**src/rtl/cpu_pkg.sv**
```systemverilog
// Shared CPU definitions: instruction constants and the IF/ID pipeline record.
package cpu_pkg;

    localparam int unsigned XLEN = 32;

    localparam logic [XLEN-1:0] NOP_INSTR = 32'h0000_0000;
    localparam logic [XLEN-1:0] PC_INCR   = 32'd4;

    typedef struct packed {
        logic [XLEN-1:0] pc;
        logic [XLEN-1:0] instr;
        logic            valid;
    } if_id_t;

    localparam if_id_t IF_ID_BUBBLE = '{pc: 32'h0, instr: NOP_INSTR, valid: 1'b0};

    // Instruction fetches are word-granular; the two byte-offset bits are dropped.
    function automatic logic [XLEN-1:0] align_word(input logic [XLEN-1:0] addr);
        return {addr[XLEN-1:2], 2'b00};
    endfunction

endpackage

```
**src/rtl/sat_counter.sv**
```systemverilog
// Event counter that sticks at all-ones instead of wrapping.
module sat_counter #(
    parameter int unsigned W = 16
) (
    input  logic         clk_i,
    input  logic         rst_i,
    input  logic         inc_i,
    output logic [W-1:0] count_o
);

    logic [W-1:0] cnt_q;
    logic [W-1:0] cnt_d;

    always_comb begin
        cnt_d = cnt_q;
        if (inc_i && (cnt_q != {W{1'b1}})) begin
            cnt_d = cnt_q + W'(1);
        end
    end

    always_ff @(posedge clk_i or posedge rst_i) begin
        if (rst_i) begin
            cnt_q <= '0;
        end else begin
            cnt_q <= cnt_d;
        end
    end

    assign count_o = cnt_q;

endmodule

```
**src/rtl/if_stage.sv**
```systemverilog
// Instruction-fetch stage: owns the PC, drives the imem address and fills IF/ID,
// honouring run-enable, flush/redirect and stall with that priority.
module if_stage
    import cpu_pkg::*;
#(
    parameter logic [31:0] RESET_PC   = 32'h0000_0000,
    parameter int unsigned IMEM_WORDS = 256,
    parameter int unsigned CNT_W      = 16
) (
    input  logic                          clk_i,
    input  logic                          rst_i,
    input  logic                          start_i,
    input  logic                          stall_i,
    input  logic                          flush_i,
    input  logic [31:0]                   branch_target_i,
    output logic [31:0]                   imem_addr_o,
    output logic [$clog2(IMEM_WORDS)-1:0] imem_idx_o,
    input  logic [31:0]                   imem_data_i,
    output logic [31:0]                   if_id_pc_o,
    output logic [31:0]                   if_id_instr_o,
    output logic                          if_id_valid_o,
    output logic [CNT_W-1:0]              stall_cnt_o,
    output logic [CNT_W-1:0]              flush_cnt_o
);

    localparam int unsigned IDX_W = $clog2(IMEM_WORDS);

    logic [31:0] pc_q;
    logic [31:0] pc_d;
    logic [31:0] pc_next_seq;
    if_id_t      if_id_q;
    if_id_t      if_id_d;
    logic        stall_evt;
    logic        flush_evt;

    assign pc_next_seq = pc_q + PC_INCR;

    // Frozen fetch masks both requests, and a flush overrides a same-cycle stall.
    assign flush_evt = start_i && flush_i;
    assign stall_evt = start_i && !flush_i && stall_i;

    always_comb begin
        pc_d    = pc_q;
        if_id_d = if_id_q;
        if (!start_i) begin
            if_id_d = IF_ID_BUBBLE;
        end else if (flush_i) begin
            pc_d    = align_word(branch_target_i);
            if_id_d = IF_ID_BUBBLE;
        end else if (stall_i) begin
            pc_d    = pc_q;
            if_id_d = if_id_q;
        end else begin
            pc_d          = pc_next_seq;
            if_id_d.pc    = pc_next_seq;
            if_id_d.instr = imem_data_i;
            if_id_d.valid = 1'b1;
        end
    end

    always_ff @(posedge clk_i or posedge rst_i) begin
        if (rst_i) begin
            pc_q    <= RESET_PC;
            if_id_q <= IF_ID_BUBBLE;
        end else begin
            pc_q    <= pc_d;
            if_id_q <= if_id_d;
        end
    end

    sat_counter #(
        .W (CNT_W)
    ) u_stall_cnt (
        .clk_i   (clk_i),
        .rst_i   (rst_i),
        .inc_i   (stall_evt),
        .count_o (stall_cnt_o)
    );

    sat_counter #(
        .W (CNT_W)
    ) u_flush_cnt (
        .clk_i   (clk_i),
        .rst_i   (rst_i),
        .inc_i   (flush_evt),
        .count_o (flush_cnt_o)
    );

    assign imem_addr_o   = pc_q;
    assign imem_idx_o    = pc_q[IDX_W+1:2];
    assign if_id_pc_o    = if_id_q.pc;
    assign if_id_instr_o = if_id_q.instr;
    assign if_id_valid_o = if_id_q.valid;

endmodule

```
**config.mk**
```make
export PLATFORM = sky130hd
export DESIGN_NAME = if_stage
export DESIGN_NICKNAME = d
export VERILOG_FILES = /design/src/rtl/cpu_pkg.sv /design/src/rtl/sat_counter.sv /design/src/rtl/if_stage.sv
export SDC_FILE = /design/constraint.sdc
export NUM_CORES = 1
export LEC_CHECK = 0
export ABC_AREA = 1
export CAP_MARGIN = 20
export CORE_ASPECT_RATIO = 0.9
export CORE_MARGIN = 2
export CORE_UTILIZATION = 50
export DETAILED_ROUTE_END_ITERATION = 8
export PLACE_DENSITY = 0.85
export SYNTH_ARGS = -nofsm -noshare
export SYNTH_HDL_FRONTEND = slang
export SYNTH_SLANG_ARGS = --single-unit
export TNS_END_PERCENT = 20
```
**constraint.sdc**
```tcl
create_clock -name clk_i -period 7.7 [get_ports clk_i]
set_input_delay 1.54 -clock clk_i [delete_from_list [all_inputs] [get_ports clk_i]]
set_output_delay 1.54 -clock clk_i [all_outputs]
set_load 0.01 [all_outputs]
```
==> summary.md, run 1 <==
| Metric | Value |
|---|---|
| Largest area contributor in the netlist | sky130_fd_sc_hd__dfrtp_1 |
| Width of the chip | 122 µm |
| H-Tree Depth | 4 |
| Worst hold margin | 0.476 ns |
| Buffer type at the clock tree root | sky130_fd_sc_hd__clkbuf_16 |
| Sequential cell area fraction in the yosys report | 0.505 |
| Cell mode on critical path | sky130_fd_sc_hd__nand2_1 |
| Cell Rows | 38 |
| Share of final-layout standard cells stronger than drive strength 1 | 0.0616 |
| CTS tree | yes |
| Setup Crit Path Kind | in2reg |
| Post-detailed-route via-to-cell ratio | 5.20 |
| Fraction of the cycle the final worst path needs | 0.476 |
| Synth warn | 0 |
| Post-synth design cell area | 6250 µm² |
| Buffers on Ports | 201 |
| Hold buffer count at cts | 0 |
| Actual transition at the worst max-transition pin | 1.03 ns |
| Proportion of power drawn by combinational gates | 0.194 |
| Clock sink total | 126 |
| Syn avg cell area | 8.28 µm² |
| Final count of negative-setup-slack endpoints | 0 |
| Remaining antenna violation count after routing | 0 |
| Fin nets | 1017 |
| Post-CTS setup repair buffer count | 0 |
| Worst reg-to-reg setup slack | 5.77 ns |
| Worst slack, placed | 3.65 ns |
| Y dimension of the die | 110 µm |
| Origin of the critical flop-to-flop path | imem_addr_o[2]$_DFFE_PP0P_ |
| Initial cell density of the core | 0.515 |
| Wire per inst | 15.2 µm |
| Capturing element type of the critical path | register |
| Critical Path Max Stage Delay | 0.84 ns |
| Cell types with the largest area share after synthesis | sky130_fd_sc_hd__dfrtp_1, sky130_fd_sc_hd__nand2_1, sky130_fd_sc_hd__a22o_1 |
| Number of distinct library cells after synthesis | 32 |
| Maximum VDD drop | 0.000161 V |
| DRC | 0 |
| Peak Freq | 273 MHz |
| Final setup TNS | 0 ns |
| Worst R2R Path Depth | 10 |
| Die outline area | 13400 µm² |
| Yosys reg bits | 126 |
| Worst-path fanout max | 53 |
| Number of max-cap violations | 0 |
| Gate count of the mapped netlist | 754 |
| Part of the total power dissipated in sequential elements | 0.401 |
| Clock network latency to the later pin of the worst-skew pair | 0.41 ns |
| Critical Path Source | flush_i |
| Top cell type's share of synthesized area | 0.505 |
| First drt pass iteration count | 7 |
| Setup ws final | 4.03 ns |
| Sequence of cells on the critical path | clkdlybuf4s50_1 > inv_1 > a21oi_1 > nand2_1 > inv_2 > nand3_1 > nand2_1 |
| Number of pins exceeding their max-slew limit in the final report | 0 |
| Clock network fraction of design power | 0.405 |
| Sw frac | 0.277 |
| Cell at the slowest stage of the critical path | sky130_fd_sc_hd__inv_2 |
| Global-route usage over all layers | 0.252 |
| TritonCTS buffer count | 17 |
| Final antenna diode count | 0 |
| Standard cell core area | 12100 µm² |
| Minimum clock period after layout | 3.67 ns |
| Leakage dissipation | 4.15 nW |
| Wire length of the first global-routing pass | 26200 µm |
| Switching pwr | 0.564 mW |
| Endpoint arrival time on the critical path | 4.01 ns |
| Synth top cells by count | sky130_fd_sc_hd__nand2_1, sky130_fd_sc_hd__dfrtp_1, sky130_fd_sc_hd__nor2_1 |
| Hold Violations, Final | 0 |
| Slew HR | 0.311 |
| DPL Wire Length | 11700 µm |
| Iteration-0 DRC Markers | 383 |
| GP Congestion | 0.922 |
| Most frequently used cell type in the post-synthesis netlist | sky130_fd_sc_hd__nand2_1 |
| GR Overflow Total | 0 |
| Areal power density over the cells | 228 nW/µm² |
| FF-to-FF End | if_id_pc_o[28]$_DFFE_PP0P_ |
| Worst hold path class | reg2reg |
| I/O Pins | 206 |
| Bufs on Longest Clock Path | 2 |
| Layout-stage area growth over the synthesis result | 42.9% |
| Vias after detailed routing | 5819 |
| Via count of the first global-routing pass | 5366 |
| Worst-path clk slew | 0.06 ns |
| Initial antenna violation count | 0 |
| RSZ-0062 raised after global routing | false |
| Post-CTS resize count | 0 |
| Number of flops mapped to enable cells by yosys | 0 |
| Max Clock Skew | 0.00817 ns |
| Cell-internal power | 1.47 mW |
| Status | complete, no violations |
| Maximum number of pins on one net before global-route repair | 86 |
| Required @ worst endpoint | 8.05 ns |
| Most used DFF post-synth | sky130_fd_sc_hd__dfrtp_1 |
| Filler instances | 909 |
| Routed wire length | 17000 µm |
| CP Launch Type | input port |
| Capturing element of the worst setup path | imem_addr_o[19]$_DFFE_PP0P_ |
| Share of synthesized flip-flops with an asynchronous set or reset | 1.00 |
[kinds of logic after synthesis]
group | Yosys count | share of synthesized area
AND/OR/NAND/NOR | 422 | 0.277
flip-flops | 126 | 0.505
AO/OA/AOI/OAI | 92 | 0.108
buffers and inverters | 81 | 0.0627
XOR/XNOR | 29 | 0.0407
adder cells (fa/ha/maj) | 3 | 0.00601
other | 1 | 0.000600
[through the flow]
stage / util / total power [mW] / instance area [µm²] / std cells
finish: 0.736 / 2.04 / 8930 / 1118
detailed placement: 0.682 / 1.22 / 8270 / 1084
global route: 0.736 / 2.12 / 8930 / 1118
global placement: 0.682 / 1.21 / 8270 / 1084
CTS: 0.733 / 2.04 / 8880 / 1116
floorplan: - / 1.00 / 6250 / 755
[per-layer routing]
metal	wire, µm	GRT usage	vias to the layer above
met5	0	0	-
met4	416	0.0862	0
met3	1210	0.0700	35
met2	8090	0.403	221
met1	7260	0.334	2758
li1	-	-	2805
[worst max-delay path, delay by kind of cell]
family                 cells  cell delay (ns)
AOI/OAI and AO/OA          1             0.18
and+or+nand+nor            3             0.78
buffers and inverters      3             1.48
[how the worst min path moves through the flow]
stage | from | end | depth (start not counted)
after floorplan | if_id_valid_o$_DFFE_PP0P_ | if_id_valid_o$_DFFE_PP0P_ | 2
after global placement | if_id_pc_o[28]$_DFFE_PP0P_ | if_id_pc_o[28]$_DFFE_PP0P_ | 2
after detailed placement | if_id_pc_o[14]$_DFFE_PP0P_ | if_id_pc_o[14]$_DFFE_PP0P_ | 2
after CTS | if_id_pc_o[22]$_DFFE_PP0P_ | if_id_pc_o[22]$_DFFE_PP0P_ | 2
after global routing | if_id_pc_o[22]$_DFFE_PP0P_ | if_id_pc_o[22]$_DFFE_PP0P_ | 2
final | if_id_pc_o[4]$_DFFE_PP0P_ | if_id_pc_o[4]$_DFFE_PP0P_ | 2
[layout make-up]
type | count | area [µm²] | area share
well taps | 160 | 200 | 0.0224
multi-input cells | 548 | 2710 | 0.304
flip-flops and latches | 126 | 3150 | 0.353
clock buffers | 22 | 474 | 0.0531
inverters | 47 | 181 | 0.0203
clock inverters | 10 | 136 | 0.0153
repair buffers | 205 | 2070 | 0.232
[cells in the final DEF, fill, tap and decap left out, types with 3 or more instances in the layout]
master and n:
sky130_fd_sc_hd__nor3_1 5, sky130_fd_sc_hd__nand3b_1 6, sky130_fd_sc_hd__clkinvlp_4 3, sky130_fd_sc_hd__nand4_1 4
sky130_fd_sc_hd__o21ai_0 20, sky130_fd_sc_hd__xnor2_1 15, sky130_fd_sc_hd__nand2_2 6, sky130_fd_sc_hd__xor2_1 14
sky130_fd_sc_hd__dfrtp_1 126, sky130_fd_sc_hd__a21oi_1 7, sky130_fd_sc_hd__clkbuf_16 17, sky130_fd_sc_hd__ha_1 3
sky130_fd_sc_hd__a22oi_1 30, sky130_fd_sc_hd__and2_1 3, sky130_fd_sc_hd__a22o_1 32, sky130_fd_sc_hd__inv_1 43
sky130_fd_sc_hd__nand2_1 297, sky130_fd_sc_hd__clkinv_2 3, sky130_fd_sc_hd__nor2_1 59, sky130_fd_sc_hd__nand3_1 29
sky130_fd_sc_hd__clkdlybuf4s50_1 201, sky130_fd_sc_hd__bufinv_16 3, sky130_fd_sc_hd__nor2_4 3, sky130_fd_sc_hd__clkbuf_8 3
sky130_fd_sc_hd__nor2_2 8
[flip-flops by register name, summed over array words and instances, names as in the netlist]
signal               flops
if_id_instr_o           32
if_id_pc_o              31
if_id_valid_o            1
imem_addr_o             30
u_flush_cnt.count_o     16
u_stall_cnt.count_o     16
[power by group through the flow]
stage                     logic (mW)  registers, mW  clock network, mW
after global routing           0.434          0.827              0.864
final                          0.396          0.817              0.826
after floorplan                0.164          0.836                  0
after CTS                      0.396          0.815              0.833
after global placement         0.386          0.822                  0
after detailed placement       0.393          0.824                  0
No activity file was read; power rests on OpenSTA's default activity.
==> inputs of run 2 (changes only) <==
CORE_UTILIZATION = 42   (was 50)
PLACE_DENSITY = 0.76   (was 0.85)
clock period = 3 ns   (was 7.7 ns; I/O delays follow)
==> summary.md, run 2 (synthesized netlist as in run 1, its figures left out) <==
| Metric | Value |
|---|---|
| Status | complete, no violations |
| Hold Violations, Final | 0 (unchanged) |
| Final setup TNS | 0 ns (unchanged) |
| Areal power density over the cells | 574 nW/µm² (+150%) |
| Proportion of power drawn by combinational gates | 0.197 (+0.003) |
| I/O Pins | 206 (unchanged) |
| Cell count after placement | 1127 (+4.0%) |
| Sw frac | 0.271 (-0.00581) |
| Required @ worst endpoint | 2.40 ns (-5.65 ns) |
| Y dimension of the die | 120 µm (+8.8%) |
| Worst-path fanout max | 7 (-87%) |
| Via count of the first global-routing pass | 5390 (+0.45%) |
| RSZ-0062 raised after global routing | false |
| Finished Layout Cells | 1159 (+3.7%) |
| Buffer type at the clock tree root | sky130_fd_sc_hd__clkbuf_16 |
| Number of flip-flops under the largest register name | 32 (unchanged) |
| Endpoint arrival time on the critical path | 1.50 ns (-2.51 ns) |
| WL met3 | 1060 µm (-12%) |
| Die outline area | 15900 µm² (+18%) |
| GP Congestion | 0.900 (-2.3%) |
| Worst-path clk slew | 0.05 ns (about the same) |
| CTS tree | yes |
| Vias after detailed routing | 5751 (-1.2%) |
| H-Tree Depth | 4 (unchanged) |
| Actual transition at the worst max-transition pin | 0.631 ns (-0.401 ns) |
| Minimum clock period after layout | 2.10 ns |
| Filler instances | 1299 (+43%) |
| Remaining antenna violation count after routing | 0 (unchanged) |
| Setup ws final | 0.904 ns (-3.13 ns) |
| Final count of negative-setup-slack endpoints | 0 (unchanged) |
| DRC | 0 (unchanged) |
| Iteration-0 DRC Markers | 369 (-3.7%) |
| CP Launch Type | register |
| Fraction of the cycle the final worst path needs | 0.699 |
| Cell Rows | 42 (+11%) |
| Max Clock Skew | 0.0118 ns (+0.00364 ns) |
| Maximum VDD drop | 0.000429 V (+170%) |
| Cell-internal power | 3.77 mW (+160%) |
| Routed wire length | 16900 µm (-0.34%) |
| GR Overflow Total | 0 (unchanged) |
| Part of the total power dissipated in sequential elements | 0.404 (+0.003) |
| Cell area after placement | 8410 µm² (+1.6%) |
| Clock network fraction of design power | 0.399 (-0.006) |
| Worst hold path class | reg2reg |
| Critical Path Max Stage Delay | 0.59 ns (-0.25 ns) |
| Wire length of the first global-routing pass | 27600 µm (+5.3%) |
| Number of pins exceeding their max-slew limit in the final report | 0 (unchanged) |
| Worst slack, placed | 0.601 ns (-3.05 ns) |
| Maximum number of pins on one net before global-route repair | 73 (-15%) |
| Share of final-layout standard cells stronger than drive strength 1 | 0.0625 (+0.000913) |
| Clock network latency to the later pin of the worst-skew pair | 0.42 ns (about the same) |
| Post-detailed-route via-to-cell ratio | 4.96 (-4.7%) |
| Routed met1 length | 7660 µm (+5.6%) |
| Top layer used by detailed routing | met4 |
| Met2 wire len | 7740 µm (-4.3%) |
| Sequence of cells on the critical path | clkdlybuf4s50_1 |
| Width of the chip | 133 µm (+8.8%) |
| Setup Crit Path Kind | reg2out |
| Number of max-cap violations | 0 (unchanged) |
| Fin nets | 1020 (+0.29%) |
| Leakage dissipation | 4.17 nW (+0.38%) |
| Standard cell core area | 14600 µm² (+20%) |
| Peak Freq | 477 MHz |
| Wire per inst | 14.6 µm (-3.9%) |
| Capturing element type of the critical path | primary output |
| Global-route usage over all layers | 0.220 (-0.0324) |
| Post-CTS setup repair buffer count | 0 (unchanged) |
| Number of buffer and inverter stages on the critical path | 1 (-2) |
| Buffers on Ports | 201 (unchanged) |
| Layout-stage area growth over the synthesis result | 44.2% |
| TritonCTS buffer count | 17 (unchanged) |
| Switching pwr | 1.40 mW (+150%) |
| First drt pass iteration count | 5 (-2) |
| Cell at the slowest stage of the critical path | sky130_fd_sc_hd__clkdlybuf4s50_1 |
| Top Family by Delay on Critical Path | buffers and inverters |
| Initial cell density of the core | 0.428 (-0.0876) |
| DPL Wire Length | 12100 µm (+3.4%) |
| Slew HR | 0.579 (+0.268) |
| Most frequent cells in the layout | sky130_fd_sc_hd__nand2_1, sky130_fd_sc_hd__clkdlybuf4s50_1, sky130_fd_sc_hd__dfrtp_1 |
| Initial antenna violation count | 1 (+1) |
| Hold buffer count at cts | 0 (unchanged) |
| Sum of internal, switching and leakage power | 5.17 mW (+150%) |
| Leading cell type in the layout, fill and taps excluded | sky130_fd_sc_hd__nand2_1 |
| Bufs on Longest Clock Path | 2 (unchanged) |
| Final Cell Area | 9010 µm² (+0.93%) |
| Clock sink total | 126 (unchanged) |
| Post-CTS resize count | 0 (unchanged) |
run 2: changes by cell type in the layout (fill, tap and decap cells not counted), sizes merged:
cell      change
clkbuf        +4
clkinvlp      -1
buf           +3
bufinv        -1
inv           -1
clkinv        -2
diode         +1
run 2: final cells by class:
cell class                 count  area, µm²  share of cell area
antenna                        1       2.50            0.000278
clock buffer                  26        519              0.0576
clock inverter                 5       77.6             0.00861
inverter                      47        183              0.0203
multi-input combinational    548       2710               0.301
sequential                   126       3150               0.350
tap                          198        248              0.0275
timing repair buffer         208       2110               0.235
run 2: routing by layer:
metal | GRT usage | up-vias
li1 | - | 2814
met2 | 0.340 | 180
met3 | 0.0562 | 26
met1 | 0.293 | 2731
met4 | 0.0961 | 0
met5 | 0 | -
run 2: power by group through the flow:
stage,Clock [mW],Sequential (mW),Combinational [mW]
after floorplan,0,2.14,0.422
after global placement,0,2.11,1.01
after detailed placement,0,2.11,1.02
after CTS,2.09,2.09,1.03
after global routing,2.16,2.12,1.11
final,2.06,2.09,1.02
run 2: path summary, 6_finish.rpt:
| kind | cells past startpoint | startpoint | end | slack (ns) |
|---|---|---|---|---|
| min in group asynchronous | 3 | rst_i | u_flush_cnt.count_o[3]$_DFFE_PP0P_ | 0.64 |
| max reg2reg | 10 | imem_addr_o[2]$_DFFE_PP0P_ | if_id_pc_o[28]$_DFFE_PP0P_ | 1.10 |
| min | 2 | if_id_pc_o[29]$_DFFE_PP0P_ | if_id_pc_o[29]$_DFFE_PP0P_ | 0.48 |
| min reg2reg | 2 | if_id_pc_o[29]$_DFFE_PP0P_ | if_id_pc_o[29]$_DFFE_PP0P_ | 0.48 |
| max | 1 | imem_addr_o[2]$_DFFE_PP0P_ | imem_addr_o[2] | 0.90 |
| max in group asynchronous | 3 | rst_i | imem_addr_o[27]$_DFFE_PP0P_ | 1.99 |
run 2: stage by stage:
step,hold slack (ns),utilization
finish,0.477,0.617
global route,0.494,0.617
CTS,0.480,0.616
detailed placement,0.465,0.576
global placement,0.462,0.576
floorplan,0.509,-
==> inputs of run 3 (changes only) <==
clock period = 1.85 ns   (was 3 ns; I/O delays follow)
==> summary.md, run 3 (synthesized netlist as in run 1, its figures left out) <==
| Metric | Value |
|---|---|
| Status | complete, no violations |
| I/O Pins | 206 (unchanged) |
| CTS tree | yes |
| Share of final-layout standard cells stronger than drive strength 1 | 0.101 (+0.0387) |
| Clock sink total | 126 (unchanged) |
| GR Overflow Total | 0 (unchanged) |
| Bufs on Longest Clock Path | 2 (unchanged) |
| Number of pins exceeding their max-slew limit in the final report | 0 (unchanged) |
| Capturing element of the worst setup path | imem_idx_o[1] |
| Maximum VDD drop | 0.000646 V (+51%) |
| Width of the chip | 133 µm (unchanged) |
| Vias after detailed routing | 5774 (+0.40%) |
| Worst hold margin | 0.421 ns (-0.0559 ns) |
| Routed wire length | 16900 µm (+0.13%) |
| Die outline area | 15900 µm² (unchanged) |
| Global-route usage over all layers | 0.219 (-0.000928) |
| Worst-path clk slew | 0.06 ns (about the same) |
| Setup Crit Path Kind | reg2out |
| Critical Path Max Stage Delay | 0.53 ns (-0.06 ns) |
| WP depth | 2 (+1) |
| Layout-stage area growth over the synthesis result | 47.8% |
| Via count of the first global-routing pass | 5407 (+0.32%) |
| Number of buffer and inverter stages on the critical path | 2 (+1) |
| Final antenna diode count | 0 (-1) |
| Wire per inst | 14.4 µm (-1.3%) |
| Number of max-cap violations | 0 (unchanged) |
| Highest-utilization routing layer at the global route stage | met2 |
| Clock network latency to the later pin of the worst-skew pair | 0.41 ns (about the same) |
| Fraction of the cycle the final worst path needs | 0.974 |
| Fin nets | 1037 (+1.7%) |
| H-Tree Depth | 4 (unchanged) |
| Worst slack, placed | -0.0711 ns (-0.672 ns) |
| Sum of internal, switching and leakage power | 8.55 mW (+65%) |
| Global Route met2 Usage | 0.327 (-0.0133) |
| Setup ws final | 0.0482 ns (-0.856 ns) |
| Endpoint arrival time on the critical path | 1.43 ns (-0.07 ns) |
| Sequence of cells on the critical path | buf_4 > clkdlybuf4s50_1 |
| FF-to-FF End | u_flush_cnt.count_o[12]$_DFFE_PP0P_ |
| Fin util | 0.632 (+0.0152) |
| Origin of the critical flop-to-flop path | u_flush_cnt.count_o[1]$_DFFE_PP0P_ |
| GP Congestion | 0.873 (-3.0%) |
| Max Clock Skew | 0.00785 ns (-0.00396 ns) |
| Y dimension of the die | 120 µm (unchanged) |
| Leakage dissipation | 4.33 nW (+3.8%) |
| Worst reg-to-reg setup slack | 0.19 ns (-0.91 ns) |
| Cell at the slowest stage of the critical path | sky130_fd_sc_hd__clkdlybuf4s50_1 |
| Buffer type at the clock tree root | sky130_fd_sc_hd__clkbuf_16 |
| Number of flip-flops under the largest register name | 32 (unchanged) |
| Final count of negative-setup-slack endpoints | 0 (unchanged) |
| Met1 GRT Util | 0.300 (+0.00620) |
| Wire length of the first global-routing pass | 27700 µm (+0.37%) |
| Initial antenna violation count | 0 (-1) |
| Peak Freq | 555 MHz |
| CP Launch Type | register |
| First drt pass iteration count | 5 (unchanged) |
| Iteration-0 DRC Markers | 356 (-3.5%) |
| Post-detailed-route via-to-cell ratio | 4.91 (-1.1%) |
| Areal power density over the cells | 927 nW/µm² (+61%) |
| Cell Rows | 42 (unchanged) |
| TritonCTS buffer count | 17 (unchanged) |
| Standard cell core area | 14600 µm² (unchanged) |
| Hold Violations, Final | 0 (unchanged) |
| Critical Path Source | imem_addr_o[3]$_DFFE_PP0P_ |
| Buffers on Ports | 201 (unchanged) |
| Remaining antenna violation count after routing | 0 (unchanged) |
| Maximum number of pins on one net before global-route repair | 65 (-11%) |
| Initial cell density of the core | 0.428 (unchanged) |
| DRC | 0 (unchanged) |
| Minimum clock period after layout | 1.80 ns |
| Worst hold path class | in2async |
| Leading cell type in the layout, fill and taps excluded | sky130_fd_sc_hd__nand2_1 |
| Most frequent cells in the layout | sky130_fd_sc_hd__nand2_1, sky130_fd_sc_hd__clkdlybuf4s50_1, sky130_fd_sc_hd__dfrtp_1 |
| Worst-path fanout max | 4 (-3) |
| Hold buffer count at cts | 0 (unchanged) |
| Worst R2R Path Depth | 9 (-1) |
| Routing usage on met3 | 0.0672 (+0.0110) |
| Top Family by Delay on Critical Path | buffers and inverters |
| Required @ worst endpoint | 1.48 ns (-0.92 ns) |
| DPL Wire Length | 12200 µm (+0.72%) |
| Final setup TNS | 0 ns (unchanged) |
| Capturing element type of the critical path | primary output |
run 3: through the flow:
step	cells	cell area, µm²
after global routing	1176	9230
after global placement	1142	8560
final	1176	9230
after CTS	1174	9170
after floorplan	755	6250
after detailed placement	1142	8560
run 3: how the worst min path moves through the flow:
stage | end | slack [ns] | depth (start not counted)
6_report | u_flush_cnt.count_o[2]$_DFFE_PP0P_ | 0.42 | 3
5_1_grt | u_flush_cnt.count_o[2]$_DFFE_PP0P_ | 0.45 | 3
4_1_cts | u_flush_cnt.count_o[2]$_DFFE_PP0P_ | 0.44 | 3
3_5_place_dp | if_id_pc_o[10]$_DFFE_PP0P_ | 0.47 | 2
3_3_place_gp | if_id_pc_o[28]$_DFFE_PP0P_ | 0.46 | 2
2_1_floorplan | if_id_instr_o[0]$_DFFE_PP0P_ | 0.50 | 1
run 3: worst reg2reg max path, stage by stage (launching register included):
cell,delay (ns)
sky130_fd_sc_hd__dfrtp_1,0.41
sky130_fd_sc_hd__ha_1,0.24
sky130_fd_sc_hd__inv_1,0.09
sky130_fd_sc_hd__nor2_4,0.17
sky130_fd_sc_hd__inv_2,0.05
sky130_fd_sc_hd__nor3_1,0.23
sky130_fd_sc_hd__nor2_2,0.09
sky130_fd_sc_hd__buf_12,0.15
sky130_fd_sc_hd__nand2_1,0.05
sky130_fd_sc_hd__o21ai_0,0.07
run 3: metal layers:
metal,vias up,part of all wire
met3,31,0.072
met4,0,0.025
li1,2861,-
met1,2688,0.45
met2,194,0.45
met5,-,0
run 3: area by class of cell:
class | instances | area, µm²
clock buffers | 22 | 474
clock inverters | 10 | 136
fillers | 1289 | 5380
inverters | 47 | 183
multi-input cells | 548 | 2720
flip-flops and latches | 126 | 3180
well taps | 198 | 248
repair buffers | 225 | 2300
run 3: repair_timing:
action,in CTS,in global routing
pin swaps,0,1
hold endpoints to repair,0,0
setup buffers,0,2
resized for setup,5,22
gates cloned,0,0
endpoints found under the setup margin,7,40
run 3: report_power, final:
| part | leakage [nW] | internal (mW) | switching [mW] | total, mW |
|---|---|---|---|---|
| sequential | 1.65 | 3.04 | 0.340 | 3.38 |
| clock | 0.304 | 2.22 | 1.21 | 3.44 |
| combinational | 2.38 | 0.958 | 0.780 | 1.74 |
